**src/rtl/ex_pkg.sv**
```systemverilog
// Shared definitions for the execute stage:
// ALU opcodes, multiplier FSM states and status bit positions.
package ex_pkg;

   localparam logic [3:0] OP_ADD   = 4'b0000;
   localparam logic [3:0] OP_SUB   = 4'b0001;
   localparam logic [3:0] OP_AND   = 4'b0010;
   localparam logic [3:0] OP_OR    = 4'b0011;
   localparam logic [3:0] OP_XOR   = 4'b0100;
   localparam logic [3:0] OP_SLL   = 4'b0101;
   localparam logic [3:0] OP_SRL   = 4'b0110;
   localparam logic [3:0] OP_SRA   = 4'b0111;
   localparam logic [3:0] OP_SLT   = 4'b1000;
   localparam logic [3:0] OP_PASSB = 4'b1001;
   localparam logic [3:0] OP_MUL   = 4'b1101;

   localparam int ST_Z = 2;
   localparam int ST_V = 1;
   localparam int ST_N = 0;

   typedef enum logic [1:0] {
      S_IDLE,
      S_BUSY,
      S_DONE
   } mul_state_e;

endpackage

```
**src/rtl/ex_alu.sv**
```systemverilog
// Single-cycle ALU used by the execute stage.
// Unknown opcodes (including OP_MUL) produce zero.
module ex_alu
   import ex_pkg::*;
#(
   parameter int DSIZE = 16
) (
   input  logic [3:0]       op,
   input  logic [DSIZE-1:0] a,
   input  logic [DSIZE-1:0] b,
   output logic [DSIZE-1:0] y,
   output logic [2:0]       status
);

   localparam int SW = $clog2(DSIZE);
   localparam int M  = DSIZE - 1;

   logic [SW-1:0] sh;
   logic          v;

   assign sh = b[SW-1:0];

   always_comb begin
      y = '0;
      v = 1'b0;
      case (op)
         OP_ADD: begin
            y = a + b;
            v = (a[M] == b[M]) && (y[M] != a[M]);
         end
         OP_SUB: begin
            y = a - b;
            v = (a[M] != b[M]) && (y[M] != a[M]);
         end
         OP_AND:   y = a & b;
         OP_OR:    y = a | b;
         OP_XOR:   y = a ^ b;
         OP_SLL:   y = a << sh;
         OP_SRL:   y = a >> sh;
         OP_SRA:   y = $signed(a) >>> sh;
         OP_SLT:   y = {{M{1'b0}}, $signed(a) < $signed(b)};
         OP_PASSB: y = b;
         default:  y = '0;
      endcase
   end

   assign status[ST_Z] = (y == '0);
   assign status[ST_V] = v;
   assign status[ST_N] = y[M];

endmodule

```
**src/rtl/fwd_hazard_unit.sv**
```systemverilog
// Operand forwarding from MEM/WB and load-use detection.
// A MEM-stage load cannot forward; it raises load_use instead.
module fwd_hazard_unit #(
   parameter int DSIZE   = 16,
   parameter int RSIZE   = 4,
   parameter bit R0_ZERO = 1'b1
) (
   input  logic             ex_valid,
   input  logic [RSIZE-1:0] rs1,
   input  logic [RSIZE-1:0] rs2,
   input  logic             sel_src1,
   input  logic             sel_src2,
   input  logic [DSIZE-1:0] rd1,
   input  logic [DSIZE-1:0] rd2,
   input  logic [RSIZE-1:0] mem_rd,
   input  logic             mem_rfwrite,
   input  logic             mem_mem2reg,
   input  logic [DSIZE-1:0] mem_result,
   input  logic [RSIZE-1:0] wb_rd,
   input  logic             wb_rfwrite,
   input  logic [DSIZE-1:0] wb_result,
   output logic [DSIZE-1:0] fwd1,
   output logic [DSIZE-1:0] fwd2,
   output logic             load_use
);

   logic ok1, ok2;
   logic hit_m1, hit_m2;
   logic use_m1, use_m2;
   logic use_w1, use_w2;

   assign ok1 = !(R0_ZERO && rs1 == '0);
   assign ok2 = !(R0_ZERO && rs2 == '0);

   assign hit_m1 = ok1 && mem_rfwrite && mem_rd == rs1;
   assign hit_m2 = ok2 && mem_rfwrite && mem_rd == rs2;

   assign use_m1 = hit_m1 && !mem_mem2reg;
   assign use_m2 = hit_m2 && !mem_mem2reg;
   assign use_w1 = !use_m1 && ok1 && wb_rfwrite && wb_rd == rs1;
   assign use_w2 = !use_m2 && ok2 && wb_rfwrite && wb_rd == rs2;

   always_comb begin
      fwd1 = rd1;
      unique case (1'b1)
         use_m1:  fwd1 = mem_result;
         use_w1:  fwd1 = wb_result;
         default: fwd1 = rd1;
      endcase
   end

   always_comb begin
      fwd2 = rd2;
      unique case (1'b1)
         use_m2:  fwd2 = mem_result;
         use_w2:  fwd2 = wb_result;
         default: fwd2 = rd2;
      endcase
   end

   assign load_use = ex_valid && mem_mem2reg &&
                     ((sel_src1 && hit_m1) ||
                      (sel_src2 && hit_m2));

endmodule

```
**src/rtl/ex_stage_fwd_mc.sv**
```systemverilog
// Execute stage with forwarding, load-use stall and iterative multiplier.
// MEM-stage forwarding control enters on mem_fwd_* to keep it apart from the EX/MEM outputs.
module ex_stage_fwd_mc
   import ex_pkg::*;
#(
   parameter int DSIZE   = 16,
   parameter int RSIZE   = 4,
   parameter bit R0_ZERO = 1'b1,
   parameter bit MUL_EN  = 1'b1
) (
   input  logic             Clk,
   input  logic             Rst,
   input  logic             flush,
   input  logic             ex_valid,
   input  logic [DSIZE-1:0] ex_pc1,
   input  logic [DSIZE-1:0] ex_rd1,
   input  logic [DSIZE-1:0] ex_rd2,
   input  logic [DSIZE-1:0] ex_imm,
   input  logic [RSIZE-1:0] ex_rs1,
   input  logic [RSIZE-1:0] ex_rs2,
   input  logic [RSIZE-1:0] ex_rd,
   input  logic [3:0]       ex_aluop,
   input  logic             ex_sel_src1,
   input  logic             ex_sel_src2,
   input  logic             ex_mem2reg,
   input  logic             ex_rfwrite,
   input  logic             ex_sel_alu_pc1,
   input  logic             ex_memwrite,
   input  logic             ex_memenab,
   input  logic [RSIZE-1:0] mem_rd,
   input  logic [RSIZE-1:0] wb_rd,
   input  logic             mem_fwd_rfwrite,
   input  logic             mem_fwd_mem2reg,
   input  logic             wb_rfwrite,
   input  logic [DSIZE-1:0] mem_result,
   input  logic [DSIZE-1:0] wb_result,
   output logic             stall,
   output logic             mem_valid,
   output logic             mem_mem2reg,
   output logic             mem_rfwrite,
   output logic             mem_sel_alu_pc1,
   output logic [DSIZE-1:0] mem_aluresult,
   output logic [DSIZE-1:0] mem_pc1,
   output logic [RSIZE-1:0] mem_rdest,
   output logic [2:0]       alu_status,
   output logic [DSIZE-1:0] ram_addr,
   output logic [DSIZE-1:0] ram_wdata,
   output logic             ram_we,
   output logic             ram_en
);

   localparam int CW = $clog2(DSIZE);

   logic [DSIZE-1:0]   fwd1, fwd2;
   logic [DSIZE-1:0]   op1, op2;
   logic [DSIZE-1:0]   alu_y;
   logic [2:0]         alu_st;
   logic               load_use;
   logic               is_mul;
   mul_state_e         state, state_nx;
   logic [CW-1:0]      cnt;
   logic [2*DSIZE-1:0] acc, mcand;
   logic [DSIZE-1:0]   mplier;
   logic               mul_start, stall_i;
   logic               wr, wr_mul;
   logic [DSIZE-1:0]   prod_lo, prod_hi;
   logic [DSIZE-1:0]   res;
   logic [2:0]         res_st;

   fwd_hazard_unit #(
      .DSIZE   (DSIZE),
      .RSIZE   (RSIZE),
      .R0_ZERO (R0_ZERO)
   ) u_fwd (
      .ex_valid    (ex_valid),
      .rs1         (ex_rs1),
      .rs2         (ex_rs2),
      .sel_src1    (ex_sel_src1),
      .sel_src2    (ex_sel_src2),
      .rd1         (ex_rd1),
      .rd2         (ex_rd2),
      .mem_rd      (mem_rd),
      .mem_rfwrite (mem_fwd_rfwrite),
      .mem_mem2reg (mem_fwd_mem2reg),
      .mem_result  (mem_result),
      .wb_rd       (wb_rd),
      .wb_rfwrite  (wb_rfwrite),
      .wb_result   (wb_result),
      .fwd1        (fwd1),
      .fwd2        (fwd2),
      .load_use    (load_use)
   );

   assign op1 = ex_sel_src1 ? fwd1 : ex_imm;
   assign op2 = ex_sel_src2 ? fwd2 : ex_imm;

   ex_alu #(.DSIZE(DSIZE)) u_alu (
      .op     (ex_aluop),
      .a      (op1),
      .b      (op2),
      .y      (alu_y),
      .status (alu_st)
   );

   assign is_mul = MUL_EN && (ex_aluop == OP_MUL);

   always_comb begin
      state_nx  = state;
      stall_i   = 1'b0;
      mul_start = 1'b0;
      wr        = 1'b0;
      wr_mul    = 1'b0;
      unique case (state)
         S_IDLE: begin
            if (ex_valid && !load_use && is_mul) begin
               mul_start = 1'b1;
               stall_i   = 1'b1;
               state_nx  = S_BUSY;
            end else begin
               stall_i = load_use;
               wr      = ex_valid && !load_use;
            end
         end
         S_BUSY: begin
            stall_i = 1'b1;
            if (cnt == CW'(1))
               state_nx = S_DONE;
         end
         S_DONE: begin
            wr       = ex_valid;
            wr_mul   = 1'b1;
            state_nx = S_IDLE;
         end
         default: state_nx = S_IDLE;
      endcase
      if (flush) begin
         state_nx  = S_IDLE;
         stall_i   = 1'b0;
         mul_start = 1'b0;
         wr        = 1'b0;
      end
   end

   // First shift-add step happens in the start cycle
   always_ff @(posedge Clk) begin
      if (Rst) begin
         state  <= S_IDLE;
         cnt    <= '0;
         acc    <= '0;
         mcand  <= '0;
         mplier <= '0;
      end else begin
         state <= state_nx;
         if (mul_start) begin
            acc    <= op2[0] ? {{DSIZE{1'b0}}, op1} : '0;
            mcand  <= {{(DSIZE-1){1'b0}}, op1, 1'b0};
            mplier <= op2 >> 1;
            cnt    <= CW'(DSIZE-1);
         end else if (state == S_BUSY) begin
            if (mplier[0])
               acc <= acc + mcand;
            mcand  <= mcand << 1;
            mplier <= mplier >> 1;
            cnt    <= cnt - CW'(1);
         end
      end
   end

   assign prod_lo = acc[DSIZE-1:0];
   assign prod_hi = acc[2*DSIZE-1:DSIZE];

   always_comb begin
      res    = alu_y;
      res_st = alu_st;
      if (wr_mul) begin
         res          = prod_lo;
         res_st[ST_Z] = (prod_lo == '0);
         res_st[ST_V] = (prod_hi != '0);
         res_st[ST_N] = prod_lo[DSIZE-1];
      end
   end

   always_ff @(posedge Clk) begin
      if (Rst) begin
         mem_valid       <= 1'b0;
         mem_mem2reg     <= 1'b0;
         mem_rfwrite     <= 1'b0;
         mem_sel_alu_pc1 <= 1'b0;
         mem_aluresult   <= '0;
         mem_pc1         <= '0;
         mem_rdest       <= '0;
         alu_status      <= '0;
      end else if (wr) begin
         mem_valid       <= 1'b1;
         mem_mem2reg     <= ex_mem2reg;
         mem_rfwrite     <= ex_rfwrite;
         mem_sel_alu_pc1 <= ex_sel_alu_pc1;
         mem_aluresult   <= res;
         mem_pc1         <= ex_pc1;
         mem_rdest       <= ex_rd;
         alu_status      <= res_st;
      end else begin
         mem_valid       <= 1'b0;
         mem_mem2reg     <= 1'b0;
         mem_rfwrite     <= 1'b0;
         mem_sel_alu_pc1 <= 1'b0;
      end
   end

   assign stall     = stall_i && !Rst;
   assign ram_addr  = alu_y;
   assign ram_wdata = fwd2;
   assign ram_en    = ex_valid && !stall && !flush && ex_memenab;
   assign ram_we    = ex_valid && !stall && !flush && ex_memwrite;

endmodule
```
**config.mk**
```make
export PLATFORM = sky130hd
export DESIGN_NAME = ex_stage_fwd_mc
export DESIGN_NICKNAME = d
export VERILOG_FILES = /design/src/rtl/ex_pkg.sv /design/src/rtl/ex_alu.sv /design/src/rtl/fwd_hazard_unit.sv /design/src/rtl/ex_stage_fwd_mc.sv
export SDC_FILE = /design/constraint.sdc
export NUM_CORES = 1
export LEC_CHECK = 0
export ABC_AREA = 1
export CORE_ASPECT_RATIO = 0.5
export CORE_MARGIN = 2
export CORE_UTILIZATION = 48
export CTS_CLUSTER_SIZE = 20
export DETAILED_ROUTE_END_ITERATION = 8
export DONT_BUFFER_PORTS = 1
export SLEW_MARGIN = 25
export SYNTH_ARGS = -nofsm -noshare
export SYNTH_HDL_FRONTEND = slang
export SYNTH_SLANG_ARGS = --single-unit
```
**constraint.sdc**
```tcl
create_clock -name Clk -period 7 [get_ports Clk]
set_input_delay 0.35 -clock Clk [delete_from_list [all_inputs] [get_ports Clk]]
set_output_delay 0.35 -clock Clk [all_outputs]
set_load 0.01 [all_outputs]
```
==> results.yml <==
critical_path:
  cp_top_family: "simple AND/OR/NAND/NOR gates"
  critPathKind: "in2out"
  cp-start-kind: "input port"
  crit_path_max_fanout: 24
  path_cells: "nor2_1, nand2_1, nand2_1, nor2_4, nand2_2, nor2_4, nor2_2, nand2_1, nand3_1, nand2_1, o21ai_2, inv_2, ha_1, inv_1, nor3_1, nand3_1, o2111ai_1, nand3_1, o21ai_0, xor2_1, nor2_1, inv_1, nand4_1"
  max_stage_delay_ns: 0.52
  required_ns: 6.65
  critPathMostFrequentCell: "nand2_1"
  crit_path_start: "ex_rs2[1]"
  cp.arrival_ns: 4.73
  end_kind: "primary output"
  timing.rr.start: "mcand[1]"
  slowest_stage: "ha_1"
  path_buf_inv: 3
synthesis:
  synth_top_flop_cell: "dfxtp_1"
  synth.distinct_cells: 55
  yosysMostFrequentCell: "nand2_1"
  ys_seq_elements: 126
  ys_warn_count: 0
  synth.avg_cell_area_um2: 6.01
  synth_edf_count: 0
  yosysTopAreaCell: "dfxtp_1"
  netlist.area_leader.share_pct: 20.3
  synth_area_leaders: "dfxtp_1 20%, nand2_1 16%, ha_1 8.2%"
  synthArstFlopShare_pct: 0
  netlist_instances: 2067
  syn_nets: 2285
  synth_area_um2: 12400
  synth-seq-area-share_pct: 20.3
  netlist_top_cells_count: "542 x nand2_1, 235 x inv_1, 228 x nor2_1"
timing:
  period_share_pct: 72.6
  timing.setup.tns_ns: 0
  clock.fmax_ghz: 0.197
  fin_skew_ns: 0.0106
  worstMarginPinSlew_ns: 0.994
  rsz0062_at_grt: "false"
  finalSetupViolCount: 0
  relSlewSlack_pct: 33.0
  fin_crit_ns: 5.08
  hold_violations: 0
  fin_hold_ws_ns: 0.0199
  drv_slew: 0
detailed_routing:
  drt-initial-drc-count: 1610
  dr_total_vias: 13600
  wl_mm: 45.8
  first_pass_iters: 6
  routed_via_density: 5.73
  wire_per_inst_um: 19.3
  drc: 0
  drtAntennaViolNets: 0
power:
  power.density_nw_per_um2: 176
  ir_worst_vdd_uv: 140
  comb_power_share_pct: 29.5
  seqPwrFrac_pct: 32.8
  p_leak_nw: 6.41
  internal_power_mw: 1.40
  switching_share_pct: 39.3
  p_sw_mw: 0.905
  clock_power_share_pct: 37.7
clocking:
  cts_tree: "built"
  cts_num_sinks: 126
  cts_buffer_depth: 2
  clk_latency_ns: 0.43
  cts_root_buf: "clkbuf_16"
  cts_setup_buffers: 0
  h-tree-depth: 4
  cts.clk_slew.worst_paths_ns: 0.07
  post_cts_resized: 0
  cts_buffers: 17
grt:
  grtUsageTotal_pct: 33.2
  grt_start_max_net_pins: 56
  grt_overflow: 0
  antenna_found_initial: 3
  grt_pass1_wl_mm: 70.8
  first_global_vias: 12600
floorplan:
  num_rows: 41
  io_pins: 212
  die_w_um: 231
  dieArea_um2: 27300
  fp.dieH_um: 118
  initial_utilization_pct: 49.1
  fp.coreArea_um2: 25300
flow_run:
  max_cap_violations: 0
final_layout:
  final_nets: 2231
  syn2layout_area_growth_pct: 5.62
  drive_gt1_share_pct: 6.71
  final_cells: 2373
place:
  dp.cells: 2337
  gp_congestion: 0.980
  numPortBuffers: 0
  hpwl_mm: 34.2
run_status:
  status: "finished, final reports clean"
min_path:
  hold_start: "ex_rfwrite"
  hp-class: "in2reg"
what timing repair did:
item,4_1_cts,5_1_grt
endpoints found under the hold margin,55,0
setup endpoints to repair,0,0
hold buffers,1,0
state kept, by name, indices dropped and copies added, names as in the netlist:
| name | count |
|---|---|
| mem_rdest | 4 |
| mem_aluresult | 15 |
| acc | 32 |
| mem_rfwrite | 1 |
| mem_pc1 | 16 |
| mem_sel_alu_pc1 | 1 |
| state | 2 |
| mcand | 31 |
| mem_mem2reg | 1 |
| alu_status | 3 |
| mem_valid | 1 |
| cnt | 4 |
| mplier | 15 |
worst reg2reg max path, stage by stage (launching register included):
cell      delay (ns)
dfxtp_1         0.36
ha_1            0.20
inv_1           0.06
fa_1            0.41
o21ai_1         0.24
a21oi_1         0.15
o21ai_1         0.23
a21boi_0        0.20
o21ai_1         0.32
a21boi_0        0.26
nor2_1          0.17
nand2_1         0.07
nand2_1         0.11
a21oi_2         0.12
o21ai_0         0.21
nand2_1         0.08
nand2_1         0.07
nand2_1         0.05
a21oi_1         0.12
cell type report:
class / count / area (um2)
Fill cell: 2730 / 12200
Multi-Input combinational cell: 1604 / 8530
Sequential cell: 126 / 2520
Inverter: 249 / 935
Tap cell: 344 / 430
Clock buffer: 17 / 425
Clock inverter: 15 / 139
Timing Repair Buffer: 15 / 133
Antenna cell: 3 / 7.51
through the flow:
| step | util, % | total power [mW] | instance area [um2] | worst slack [ns] |
|---|---|---|---|---|
| after global routing | 51.9 | 2.41 | 13100 | 1.48 |
| after detailed placement | 49.5 | 1.42 | 12500 | 1.79 |
| after global placement | 49.5 | 1.42 | 12500 | 1.87 |
| after floorplan | - | 1.26 | 12400 | 2.92 |
| after CTS | 51.8 | 2.29 | 13100 | 2.03 |
| final | 51.9 | 2.30 | 13100 | 1.92 |
per-layer routing:
layer  track usage, %  vias to the layer above  share of wire [%]
li1                 -                     6671                  -
met1             44.5                     6217                 43
met2             51.9                      622                 44
met3             7.75                       84                9.6
met4             11.7                        0                3.3
met5                0                        -                  0
placed cells by master, fill, tap and decap left out, drive strengths merged, types with 2 or more instances in the layout:
| cell | synthesis | final |
|---|---|---|
| nor2 | 253 | 253 |
| o21bai | 8 | 8 |
| dfxtp | 126 | 126 |
| or2 | 8 | 8 |
| o211ai | 17 | 17 |
| fa | 3 | 3 |
| o22ai | 14 | 14 |
| ha | 81 | 81 |
| clkinv | 5 | 7 |
| nor3 | 13 | 13 |
| inv | 244 | 256 |
| a21oi | 169 | 169 |
| nor3b | 2 | 2 |
| mux2i | 10 | 10 |
| nand2 | 560 | 560 |
| nand3 | 201 | 201 |
| a21boi | 4 | 4 |
| a21o | 6 | 6 |
| xor2 | 23 | 23 |
| o21ai | 130 | 130 |
| clkbuf | 53 | 17 |
| a221oi | 5 | 5 |
| nand4 | 21 | 21 |
| a31oi | 17 | 17 |
| buf | 35 | 15 |
| o221ai | 8 | 8 |
| a211oi | 6 | 6 |
| o21a | 3 | 3 |
| nand3b | 17 | 17 |
| diode | 0 | 3 |
| o2111ai | 3 | 3 |
| nor4 | 9 | 9 |
| xnor2 | 9 | 9 |
power by group through the flow:
stage / Sequential, mW / Combinational, mW / Clock, mW
6_report: 0.755 / 0.680 / 0.868
2_1_floorplan: 0.766 / 0.499 / 0
3_5_place_dp: 0.771 / 0.650 / 0
3_3_place_gp: 0.771 / 0.653 / 0
5_1_grt: 0.756 / 0.743 / 0.916
4_1_cts: 0.755 / 0.660 / 0.878
cells by family after synthesis:
group,count (synthesis),share of synthesized area (%)
AND/OR/NAND/NOR,1084,38.8
XOR/XNOR,32,2.26
AO/OA/AOI/OAI,394,18.0
buffers and inverters,337,11.2
flip-flops,126,20.3
multiplexers,10,0.806
adder cells (fa/ha/maj),84,8.64
worst paths after layout:
path / slack (ns) / end / cells past startpoint
worst max-delay path: 1.92 / ram_addr[15] / 23
worst min-delay path: 0.02 / mem_rfwrite / 2
worst max register to register: 3.51 / acc[31] / 18
worst min register to register: 0.47 / mplier[14] / 2
Note: power is estimated with default switching activity, not from simulation.
